## config.mk

```make
export PLATFORM = sky130hd
export DESIGN_NAME = control_sequencer
export DESIGN_NICKNAME = d
export VERILOG_FILES = /design/src/rtl/control_sequencer.sv
export SDC_FILE = /design/constraint.sdc
export NUM_CORES = 1
export LEC_CHECK = 0
export ABC_AREA = 0
export CELL_PAD_IN_SITES_DETAIL_PLACEMENT = 2
export CELL_PAD_IN_SITES_GLOBAL_PLACEMENT = 2
export CORE_UTILIZATION = 23
export CTS_BUF_LIST = sky130_fd_sc_hd__clkbuf_2
export CTS_CLUSTER_DIAMETER = 100
export DETAILED_ROUTE_END_ITERATION = 16
export GPL_ROUTABILITY_DRIVEN = 0
export PLACE_DENSITY_LB_ADDON = 0.1
export SLEW_MARGIN = 20
export SYNTH_ARGS = -nofsm -noshare
export SYNTH_HDL_FRONTEND = slang
export SYNTH_SLANG_ARGS = --single-unit
export TNS_END_PERCENT = 50
```

## constraint.sdc

```tcl
create_clock -name clk -period 2.61 [get_ports clk]
set_clock_uncertainty 0.05 [all_clocks]
set_input_delay 0.6525 -clock clk [delete_from_list [all_inputs] [get_ports clk]]
set_output_delay 0.6525 -clock clk [all_outputs]
set_load 0.02 [all_outputs]
```

## src/rtl/control_sequencer.sv

```systemverilog
// Microcoded control sequencer for the 8-bit bus computer: T-state counter, opcode/flag decode,
// and the 16 control lines. Optional `define EARLY_END_EN ends an instruction once its remaining microwords are empty.
module control_sequencer #(
    parameter int unsigned OPW   = 4,
    parameter int unsigned STEPS = 5,
    parameter int unsigned SW    = 3
) (
    input  logic           clk,
    input  logic           reset,
    input  logic           run,
    input  logic [OPW-1:0] op,
    input  logic           cf,
    input  logic           zf,
    output logic           hlt,
    output logic           mi,
    output logic           ri,
    output logic           ro,
    output logic           io,
    output logic           ii,
    output logic           ai,
    output logic           ao,
    output logic           eo,
    output logic           su,
    output logic           bi,
    output logic           oi,
    output logic           ce,
    output logic           co,
    output logic           j,
    output logic           fi,
    output logic [SW-1:0]  step,
    output logic           halted
);

    localparam logic [15:0] CHlt = 16'h8000, CMi = 16'h4000, CRi = 16'h2000, CRo = 16'h1000;
    localparam logic [15:0] CIo  = 16'h0800, CIi = 16'h0400, CAi = 16'h0200, CAo = 16'h0100;
    localparam logic [15:0] CEo  = 16'h0080, CSu = 16'h0040, CBi = 16'h0020, COi = 16'h0010;
    localparam logic [15:0] CCe  = 16'h0008, CCo = 16'h0004, CJ  = 16'h0002, CFi = 16'h0001;

    localparam logic [OPW-1:0] OpLda = OPW'(1),  OpAdd = OPW'(2),  OpSub = OPW'(3);
    localparam logic [OPW-1:0] OpSta = OPW'(4),  OpLdi = OPW'(5),  OpJmp = OPW'(6);
    localparam logic [OPW-1:0] OpJc  = OPW'(7),  OpJz  = OPW'(8),  OpOut = OPW'(14);
    localparam logic [OPW-1:0] OpHlt = OPW'(15);

    typedef enum logic [0:0] {StRun, StHalted} state_e;

    state_e          state_q, state_d;
    logic [SW-1:0]   step_q, step_d;
    logic [15:0]     ctrl;
    logic            early_end;

    function automatic logic [15:0] microword(input logic [SW-1:0] t, input logic [OPW-1:0] o,
                                              input logic c, input logic z);
        logic [15:0] w;
        w = '0;
        case (t)
            SW'(0): w = CCo | CMi;
            SW'(1): w = CRo | CIi | CCe;
            SW'(2): begin
                case (o)
                    OpLda, OpAdd, OpSub, OpSta: w = CIo | CMi;
                    OpLdi: w = CIo | CAi;
                    OpJmp: w = CIo | CJ;
                    OpJc:  w = c ? (CIo | CJ) : '0;
                    OpJz:  w = z ? (CIo | CJ) : '0;
                    OpOut: w = CAo | COi;
                    OpHlt: w = CHlt;
                    default: w = '0;
                endcase
            end
            SW'(3): begin
                case (o)
                    OpLda:        w = CRo | CAi;
                    OpAdd, OpSub: w = CRo | CBi;
                    OpSta:        w = CAo | CRi;
                    default:      w = '0;
                endcase
            end
            SW'(4): begin
                case (o)
                    OpAdd:   w = CEo | CAi | CFi;
                    OpSub:   w = CEo | CAi | CSu | CFi;
                    default: w = '0;
                endcase
            end
            default: w = '0;
        endcase
        return w;
    endfunction

`ifdef EARLY_END_EN
    // Execute microcode has no gaps, so an empty next word means the instruction is done.
    assign early_end = (step_q >= SW'(2)) && (microword(step_q + SW'(1), op, cf, zf) == '0);
`else
    assign early_end = 1'b0;
`endif

    always_ff @(posedge clk) begin
        state_q <= state_d;
        step_q  <= step_d;
    end

    always_comb begin
        state_d = state_q;
        step_d  = step_q;
        if (reset) begin
            state_d = StRun;
            step_d  = '0;
        end else if (!run) begin
            step_d = '0;
        end else if (state_q == StRun) begin
            if (step_q == SW'(2) && op == OpHlt) begin
                state_d = StHalted;
            end else if (step_q == SW'(STEPS - 1) || early_end) begin
                step_d = '0;
            end else begin
                step_d = step_q + SW'(1);
            end
        end
    end

    always_comb begin
        ctrl = '0;
        if (!reset && run) begin
            ctrl = (state_q == StHalted) ? CHlt : microword(step_q, op, cf, zf);
        end
        halted = (state_q == StHalted) && !reset;
        step   = step_q;
    end

    assign {hlt, mi, ri, ro, io, ii, ai, ao, eo, su, bi, oi, ce, co, j, fi} = ctrl;

endmodule

```

Word level (Yosys, flattened, before mapping)
Index checks and enable logic that the tools add are counted.
{"block": "word_totals", "ff_bits": 4, "inputBits": 9, "out_inout_bits": 20, "elab_cells": 40}
{"block": "classes", "addsub": 1, "n_eq_ne": 14, "mux": 11, "bitwise_logic": 3, "n_reduce_logical": 9}
{"op": "one-hot mux 16 bit (7 select lines)", "count": 1}
{"op": "one-hot mux 16 bit (5 select lines)", "count": 1}
{"op": "one-hot mux 14 bit (3 select lines)", "count": 1}
{"op": "2-to-1 mux 16 bit", "count": 2}
{"op": "2-to-1 mux 12 bit", "count": 2}
{"op": "one-hot mux 10 bit (2 select lines)", "count": 1}
{"op": "equality test 4 x 3 -> 1 bit (second input constant)", "count": 4}
{"op": "equality test 4 bit (second input constant)", "count": 3}
{"op": "equality test 4 x 2 -> 1 bit (second input constant)", "count": 2}
{"op": "equality test 3 x 2 -> 1 bit (second input constant)", "count": 2}
{"op": "equality test 4 x 1 -> 1 bit (second input constant)", "count": 1}
{"op": "OR reduction 2 bit", "count": 2}
{"op": "OR reduction 4 bit", "count": 1}
{"op": "adder 3 x 1 -> 3 bit (second input constant)", "count": 1}
{"op": "equality test 3 x 1 -> 1 bit (second input constant)", "count": 1}
{"op": "equality test 3 bit (second input constant)", "count": 1}
{"op": "logical AND 1 bit", "count": 3}
{"op": "zero test 3 bit", "count": 1}
{"op": "2-to-1 mux 3 bit", "count": 1}
{"op": "NOT 1 bit", "count": 3}
{"op": "2-to-1 mux 1 bit", "count": 2}
{"op": "AND reduction 2 bit", "count": 1}
{"op": "zero test 1 bit", "count": 1}

Depth between registers and ports, before layout
Gate-level depths: netlist of run 1.
{"block": "logic_depth", "ltp_word": 6, "mapped_depth": 6, "ltp_nobuf": 5}

Worst setup path after synthesis of run 1
No wires, ideal clock.
{"block": "synth_timing", "path_type": "reg2out", "from": "register step_q[0] (netlist: step[0])", "to": "output fi", "arrival_time_ns": 1.765, "required_ns": 1.908, "setup_slack_ns": 0.142, "path_stages_with_launch": 7, "n_path_buf": 1, "path_cell_list": "dfxtp_1 -> inv_1 -> ha_1 -> nand2_1 -> or3_4 -> nor2_1 -> buf_4"}
{"block": "synth_via", "elab_chain_len": 4, "word_cells_on_any_way": 8, "cone_classes": "eq/ne: 4; mux: 3; reduce/logical: 1"}
{"item": "start, declared", "line": "47", "source": "logic [SW-1:0] step_q, step_d;"}
{"item": "start signal, assigned", "line": "99", "source": "step_q <= step_d;"}
{"item": "equality test 3 bit, or another cell as far along", "line": "55", "source": "case (t)"}
{"item": "one-hot mux 16 bit (5 select lines) (*)", "line": "55"}
{"item": "2-to-1 mux 16 bit (*)", "line": "124", "source": "ctrl = (state_q == StHalted) ? CHlt : microword(step_q, op, cf, zf);"}
{"item": "2-to-1 mux 16 bit (*)", "line": "123", "source": "if (!reset && run) begin"}
{"item": "end, declared", "line": "29", "source": "output logic fi,"}
Every way passes the cells marked *; elsewhere a longest branch is shown, timed or not.

Worst setup path after layout of run 1
{"block": "layout_timing", "from": "input op[3]", "to": "output hlt"}
{"block": "layout_via", "elab_chain_len": 6, "word_cells_on_any_way": 15, "cone_classes": "eq/ne: 10; mux: 4; reduce/logical: 1"}
{"item": "start, declared", "line": "11", "source": "input logic [OPW-1:0] op,"}
{"item": "equality test 4 x 2 -> 1 bit, or another cell as far along", "line": "59", "source": "case (o)"}
{"item": "OR reduction 4 bit", "line": "59"}
{"item": "one-hot mux 16 bit (7 select lines) (*)", "line": "59"}
{"item": "one-hot mux 16 bit (5 select lines) (*)", "line": "55"}
{"item": "2-to-1 mux 16 bit (*)", "line": "124"}
{"item": "2-to-1 mux 16 bit (*)", "line": "123"}
{"item": "end, declared", "line": "14", "source": "output logic hlt,"}
Marks and branches as above.

==> metrics.md, run 1 <==
| Metric | Value |
|---|---|
| Outcome | `completed` |
| Synth Warn # | `0` |
| Max clock buf depth | `2` |
| Mapped Cells | `80` |
| Req. time, crit path | `1.91 ns` |
| Sequential area share after synthesis | `0.125` |
| Port bufs | `28` |
| Layout area overhead | `66.4%` |
| DRT iter0 DRCs | `1` |
| Synth Net Count | `94` |
| Routed WL | `2420 µm` |
| Register area | `80.1 µm²` |
| Crit share post-route | `0.983` |
| Hpwl dp | `1940 µm` |
| R2R Path Start | `step[0]$_SDFFE_PN0P_` |
| NumNets Final | `146` |
| First-pass GRT wire length | `3750 µm` |
| Slew @ Worst Pin | `0.518 ns` |
| CTS tree | `built` |
| Final worst slack | `0.0448 ns` |
| Die H | `54.8 µm` |
| # setup viols final | `0` |
| Reg2Reg Depth | `7` |
| Num rows | `18` |
| Synth Area per Inst | `8.01 µm²` |
| Vias in the first global route | `842` |
| Core area | `2540 µm²` |
| H-Tree Depth | `1` |
| Hold crit path type | `reg -> reg` |
| Drt pass-1 iters | `2` |
| Fill cell count | `307` |
| Fin. Hold Viols | `0` |
| Period minus WS final | `2.57 ns` |
| Max Clk Rate | `390 MHz` |
| Clock sinks | `4` |
| Leakage Power | `0.493 nW` |
| Setup TNS | `0 ns` |
| Max Cap Viol | `0` |
| Top post-synthesis cells by count | `11 x nand2_1, 6 x nor2_1, 5 x ha_1, 5 x inv_1` |
| Drt wl/cell | `15.1 µm` |
| Average via count per standard cell | `4.78` |
| DIE AREA | `3000 µm²` |
| CTS root buf | `clkbuf_2` |
| Largest net degree at the start of global routing | `9` |
| Count leader, synth | `nand2_1` |
| Clock transition at path regs | `0.04 ns` |
| Post-synth EDFFs | `0` |
| VDD IR max | `0.000195 V` |
| Via count | `764` |
| RSZ-0062 raised after global routing | `true` |
| Synth top area cells | `dfxtp_1 13%, ha_1 9.8%, nand2_1 6.4%` |
| Worst hold stages | `3` |
| Synth Flop Type | `dfxtp_1` |
| Grt total ovfl | `0` |
| Dpl ws | `-0.691 ns` |
| Hold Crit Start | `step[1]$_SDFFE_PN0P_` |
| Tot GR Track Use | `0.177` |
| Critical path peak fanout | `6` |
| Crit path DAT | `1.86 ns` |
| Synth Register Bits | `4` |
| Area occupied by multi-input gates | `526 µm²` |
| Die Wd | `54.8 µm` |
| Unique masters post-synth | `39` |
| Max Slew Vio Count | `0` |
| R2r setup slk | `0.88 ns` |
| R2r endpoint | `step[0]$_SDFFE_PN0P_` |
| Drt drc | `0` |
| Post-Synthesis Cell Area | `641 µm²` |
| Antenna cells | `0` |
| Power per cell area | `206 nW/µm²` |
| Worst Setup End Kind | `output port` |
| Hold Path Sink | `step[1]$_SDFFE_PN0P_` |
| Effective utilization at floorplan | `0.252` |
| Post-route ant nets | `0` |
| Initial antenna violation count | `0` |
| Relative slew slack | `0.654` |
| Largest area contributor in the netlist | `dfxtp_1` |
| Top Ports | `29` |
| Worst skew pair latency | `0.20 ns` |
| Post-synthesis async set-or-reset flop share | `0` |
| Share of cells above drive strength 1 | `0.492` |
| Worst hold slack | `0.564 ns` |
| Critical path class | `in -> out` |
| Post-synth top area share | `0.125` |
| Critical Path Start Type | `input pin` |
| CTS Buf Count | `3` |
| CTS Hold Bufs | `0` |
timing repair:
item | in CTS | in global routing
buffers inserted | 0 | 0
endpoints found under the setup margin | 17 | 12
gates resized for setup | 71 | 11
flip-flops by register name, indices dropped and copies added (netlist names):
name     flops
state_q      1
step         3
per-stage QoR:
stage	cells	utilization	power, W	area (µm²)
final	160	0.419	0.000220	1070
after floorplan	80	-	0.000114	641
after global routing	160	0.419	0.000238	1070
after global placement	157	0.429	0.000163	1090
after detailed placement	157	0.429	0.000167	1090
after CTS	160	0.413	0.000221	1050
layout make-up:
cell class | instances | share of cell area
inverters | 5 | 0.0176
clock buffers | 3 | 0.0141
flip-flops and latches | 4 | 0.0751
multi-input cells | 65 | 0.493
well taps | 30 | 0.0352
repair buffers | 53 | 0.365
placed cells by master (no fill, tap or decap), drive strengths merged, types with 2 or more instances in the layout:
cell type and n:
buf 38, nand2 11, nor2 6, clkbuf 6, clkdlybuf4s50 6, inv 5
ha 5, a21oi 5, nor3 4, dfxtp 4, mux2i 3, dlygate4sd2 3
or3 3, nand2b 3, nor2b 3, clkdlybuf4s15 3, nand3b 2, and3 2
where the power goes:
part	total, W	internal [W]	leakage (nW)	switching (W)
Clock	0.0000549	0.0000309	0.0125	0.0000240
Sequential	0.0000645	0.0000629	0.0325	0.00000153
Combinational	0.000100	0.0000487	0.448	0.0000515
kinds of logic (layout without fill, tap and decap cells):
family / count (synthesis) / in the layout / synth area share
DFF: 4 / 4 / 0.125
and+or+nand+nor: 42 / 42 / 0.398
muxes: 3 / 3 / 0.0469
AOI/OAI and AO/OA: 15 / 15 / 0.217
adders and majority gates: 5 / 5 / 0.0977
buffers and inverters: 11 / 61 / 0.115
how the worst max path moves through the flow:
stage / slack [ns] / depth (start not counted) / from / endpoint
after global placement: -0.65 / 6 / op[2] / io
after global routing: -0.02 / 7 / step[1]$_SDFFE_PN0P_ / su
final: 0.04 / 6 / op[3] / hlt
after detailed placement: -0.69 / 6 / op[2] / io
after floorplan: 0.14 / 6 / step[0]$_SDFFE_PN0P_ / fi
after CTS: 0.002 / 6 / op[1] / j
worst max-delay path, cell delays in order:
cell and delay (ns):
dlygate4sd2_1 0.30, buf_4 0.18, and4_2 0.29, a21oi_4 0.07, nor2_1 0.11, clkdlybuf4s15_2 0.27
metal layers:
metal  global-route usage  routed length, µm  part of all wire  up-vias
li1                     -                  -                 -      387
met1                0.219               1070              0.44      361
met2                0.317               1290              0.53       14
met3              0.00833                 48             0.020        2
met4               0.0641                 10            0.0041        0
met5                    0                  0                 0        -
Power figures use the tool's default switching activity.
==> run 2, diff against run 1 <==
- MAX_ROUTING_LAYER: not set -> met4
- SETUP_SLACK_MARGIN: not set -> 0.4
==> run 2 against run 1 <==
Sequential share of layout area down 1.3 points. Critical path depth up 1. Cell count up 6.3%. Power up 20%. First-iteration DRC count rose to 8.0 times the previous value. Via count up 12%. Die area unchanged. Wire length up 40%. Design area up 29%. Fmax up 4.9%. Combinational power up 43%. Clock power up 3%. Highest routed layer unchanged.
==> metrics.md, run 2 (synthesis gave the netlist of run 1 again) <==
| Metric | Value |
|---|---|
| Outcome | `completed` |
| CTS root buf | `clkbuf_2` |
| Via count | `859` |
| Setup TNS | `0 ns` |
| Average via count per standard cell | `5.05` |
| CP Buf/Inv Count | `4` |
| Initial antenna violation count | `0` |
| Clock transition at path regs | `0.05 ns` |
| # setup viols final | `0` |
| CTS Hold Bufs | `0` |
| Net Sw Frac | `0.367` |
| Largest register FFs | `3` |
| Leakage Power | `0.579 nW` |
| CTS tree | `built` |
| Slew @ Worst Pin | `0.529 ns` |
| Most common cell on crit path | `buf_6` |
| Port bufs | `28` |
| Relative slew slack | `0.647` |
| Busiest grt layer | `met2` |
| Critical Path Start Type | `input pin` |
| Worst skew pair latency | `0.21 ns` |
| Crit path DAT | `1.74 ns` |
| Largest net degree at the start of global routing | `9` |
| Met3 Resource Use GR | `0` |
| DRT iter0 DRCs | `8` |
| Hold crit path type | `reg -> reg` |
| Critical Path Max Stage Delay | `0.32 ns` |
| Max clock buf depth | `2` |
| Clock sinks | `4` |
| Die Wd | `54.8 µm` |
| Layout area overhead | `115%` |
| R2R Path Start | `step[0]$_SDFFE_PN0P_` |
| Fill cell count | `273` |
| Top Ports | `29` |
| Worst Setup End Kind | `output port` |
| Hold Path Sink | `step[2]$_SDFFE_PN0P_` |
| Period minus WS final | `2.45 ns` |
| CP max-delay cell | `nor4b_4` |
| Effective utilization at floorplan | `0.252` |
| Drt pass-1 iters | `3` |
| H-Tree Depth | `1` |
| Grt total ovfl | `0` |
| Max Clk Rate | `409 MHz` |
| RSZ-0062 raised after global routing | `true` |
| Part of the power in registers | `0.245` |
| Combinational Power Share | `0.541` |
| Clock power share | `0.214` |
| NumNets Final | `156` |
| Max Cap Viol | `0` |
| Req. time, crit path | `1.91 ns` |
| Die H | `54.8 µm` |
| R2r endpoint | `step[1]$_SDFFE_PN0P_` |
| Post-route ant nets | `0` |
| Share of cells above drive strength 1 | `0.679` |
| Crit share post-route | `0.937` |
| Most frequent cells in the layout | `29 x buf_4, 17 x buf_6, 10 x nand2_1` |
| CP Cell Sequence | `buf_8, buf_6, buf_6, nor4b_4, nand2_1, a21oi_2, buf_6` |
| Max Slew Vio Count | `0` |
| Vias in the first global route | `880` |
| DIE AREA | `3000 µm²` |
| Sw power | `0.0000968 W` |
| Critical path peak fanout | `6` |
| Fin. Hold Viols | `0` |
| Most common cell after layout, fill and taps aside | `buf_4` |
| Worst hold stages | `3` |
| Cell-internal power | `0.000167 W` |
| Reg2Reg Depth | `8` |
| Met1 Use GR | `0.209` |
| Antenna cells | `0` |
| Met2 usage | `0.371` |
| R2r setup slk | `0.98 ns` |
| CTS Buf Count | `3` |
| Power per cell area | `192 nW/µm²` |
| Drt drc | `0` |
| Post-layout util | `0.540` |
| CP delay by family, top | `buffers and inverters` |
| VDD IR max | `0.000176 V` |
| Hpwl dp | `2080 µm` |
| Hold Crit Start | `step[2]$_SDFFE_PN0P_` |
| Tot GR Track Use | `0.189` |
| Drt wl/cell | `20.0 µm` |
| First-pass GRT wire length | `3970 µm` |
| Crit path depth | `7` |
| Num rows | `18` |
| Core area | `2540 µm²` |
| Routed WL | `3390 µm` |
| Critical path class | `in -> out` |
==> run 2: how the worst max path moves through the flow <==
stage,slack (ns),start,end
floorplan,0.27,op[1],fi
global placement,-0.65,op[1],ai
detailed placement,-0.72,op[1],ai
CTS,0.17,op[2],ai
global route,0.12,op[2],j
finish,0.16,op[2],j
==> run 2: through the flow <==
| stage | std cells | setup WS [ns] | area, µm² | hold WS (ns) | total power [W] |
|---|---|---|---|---|---|
| global route | 170 | 0.124 | 1380 | 0.644 | 0.000278 |
| floorplan | 80 | 0.266 | 669 | 0.461 | 0.000116 |
| finish | 170 | 0.164 | 1380 | 0.619 | 0.000264 |
| detailed placement | 157 | -0.717 | 1120 | 0.552 | 0.000168 |
| global placement | 157 | -0.653 | 1120 | 0.537 | 0.000164 |
| CTS | 163 | 0.168 | 1220 | 0.556 | 0.000238 |
==> run 2: final cells by class <==
type | instances | area (µm²) | area share
multi-input combinational | 65 | 659 | 0.480
timing repair buffer | 63 | 549 | 0.399
sequential | 4 | 85.1 | 0.0619
tap | 30 | 37.5 | 0.0273
inverter | 5 | 28.8 | 0.0209
clock buffer | 3 | 15.0 | 0.0109
==> run 2: power by group through the flow <==
stage | Clock, W | Sequential (W) | Combinational, W
4_1_cts | 0.0000544 | 0.0000645 | 0.000119
2_1_floorplan | 0 | 0.0000679 | 0.0000479
3_3_place_gp | 0 | 0.0000651 | 0.0000989
6_report | 0.0000565 | 0.0000647 | 0.000143
3_5_place_dp | 0 | 0.0000652 | 0.000103
5_1_grt | 0.0000621 | 0.0000647 | 0.000151
==> run 2: worst min-delay path: cells and delay by family (launching register included) <==
family                 cells  cell delay [ns]
DFF                        1             0.33
and+or+nand+nor            1             0.06
muxes                      1             0.06
buffers and inverters      1             0.17
==> run 2: repair_timing <==
action	in CTS	in global routing
endpoints found under the hold margin	0	0
pin swaps	18	19
gates resized for setup	133	25
setup endpoints to repair	17	17
setup buffers	3	7
==> run 2: routing by layer <==
layer,wire [µm],vias up
li1,-,410
met1,1390,425
met2,1900,22
met3,70,2
met4,28,0
met5,0,-
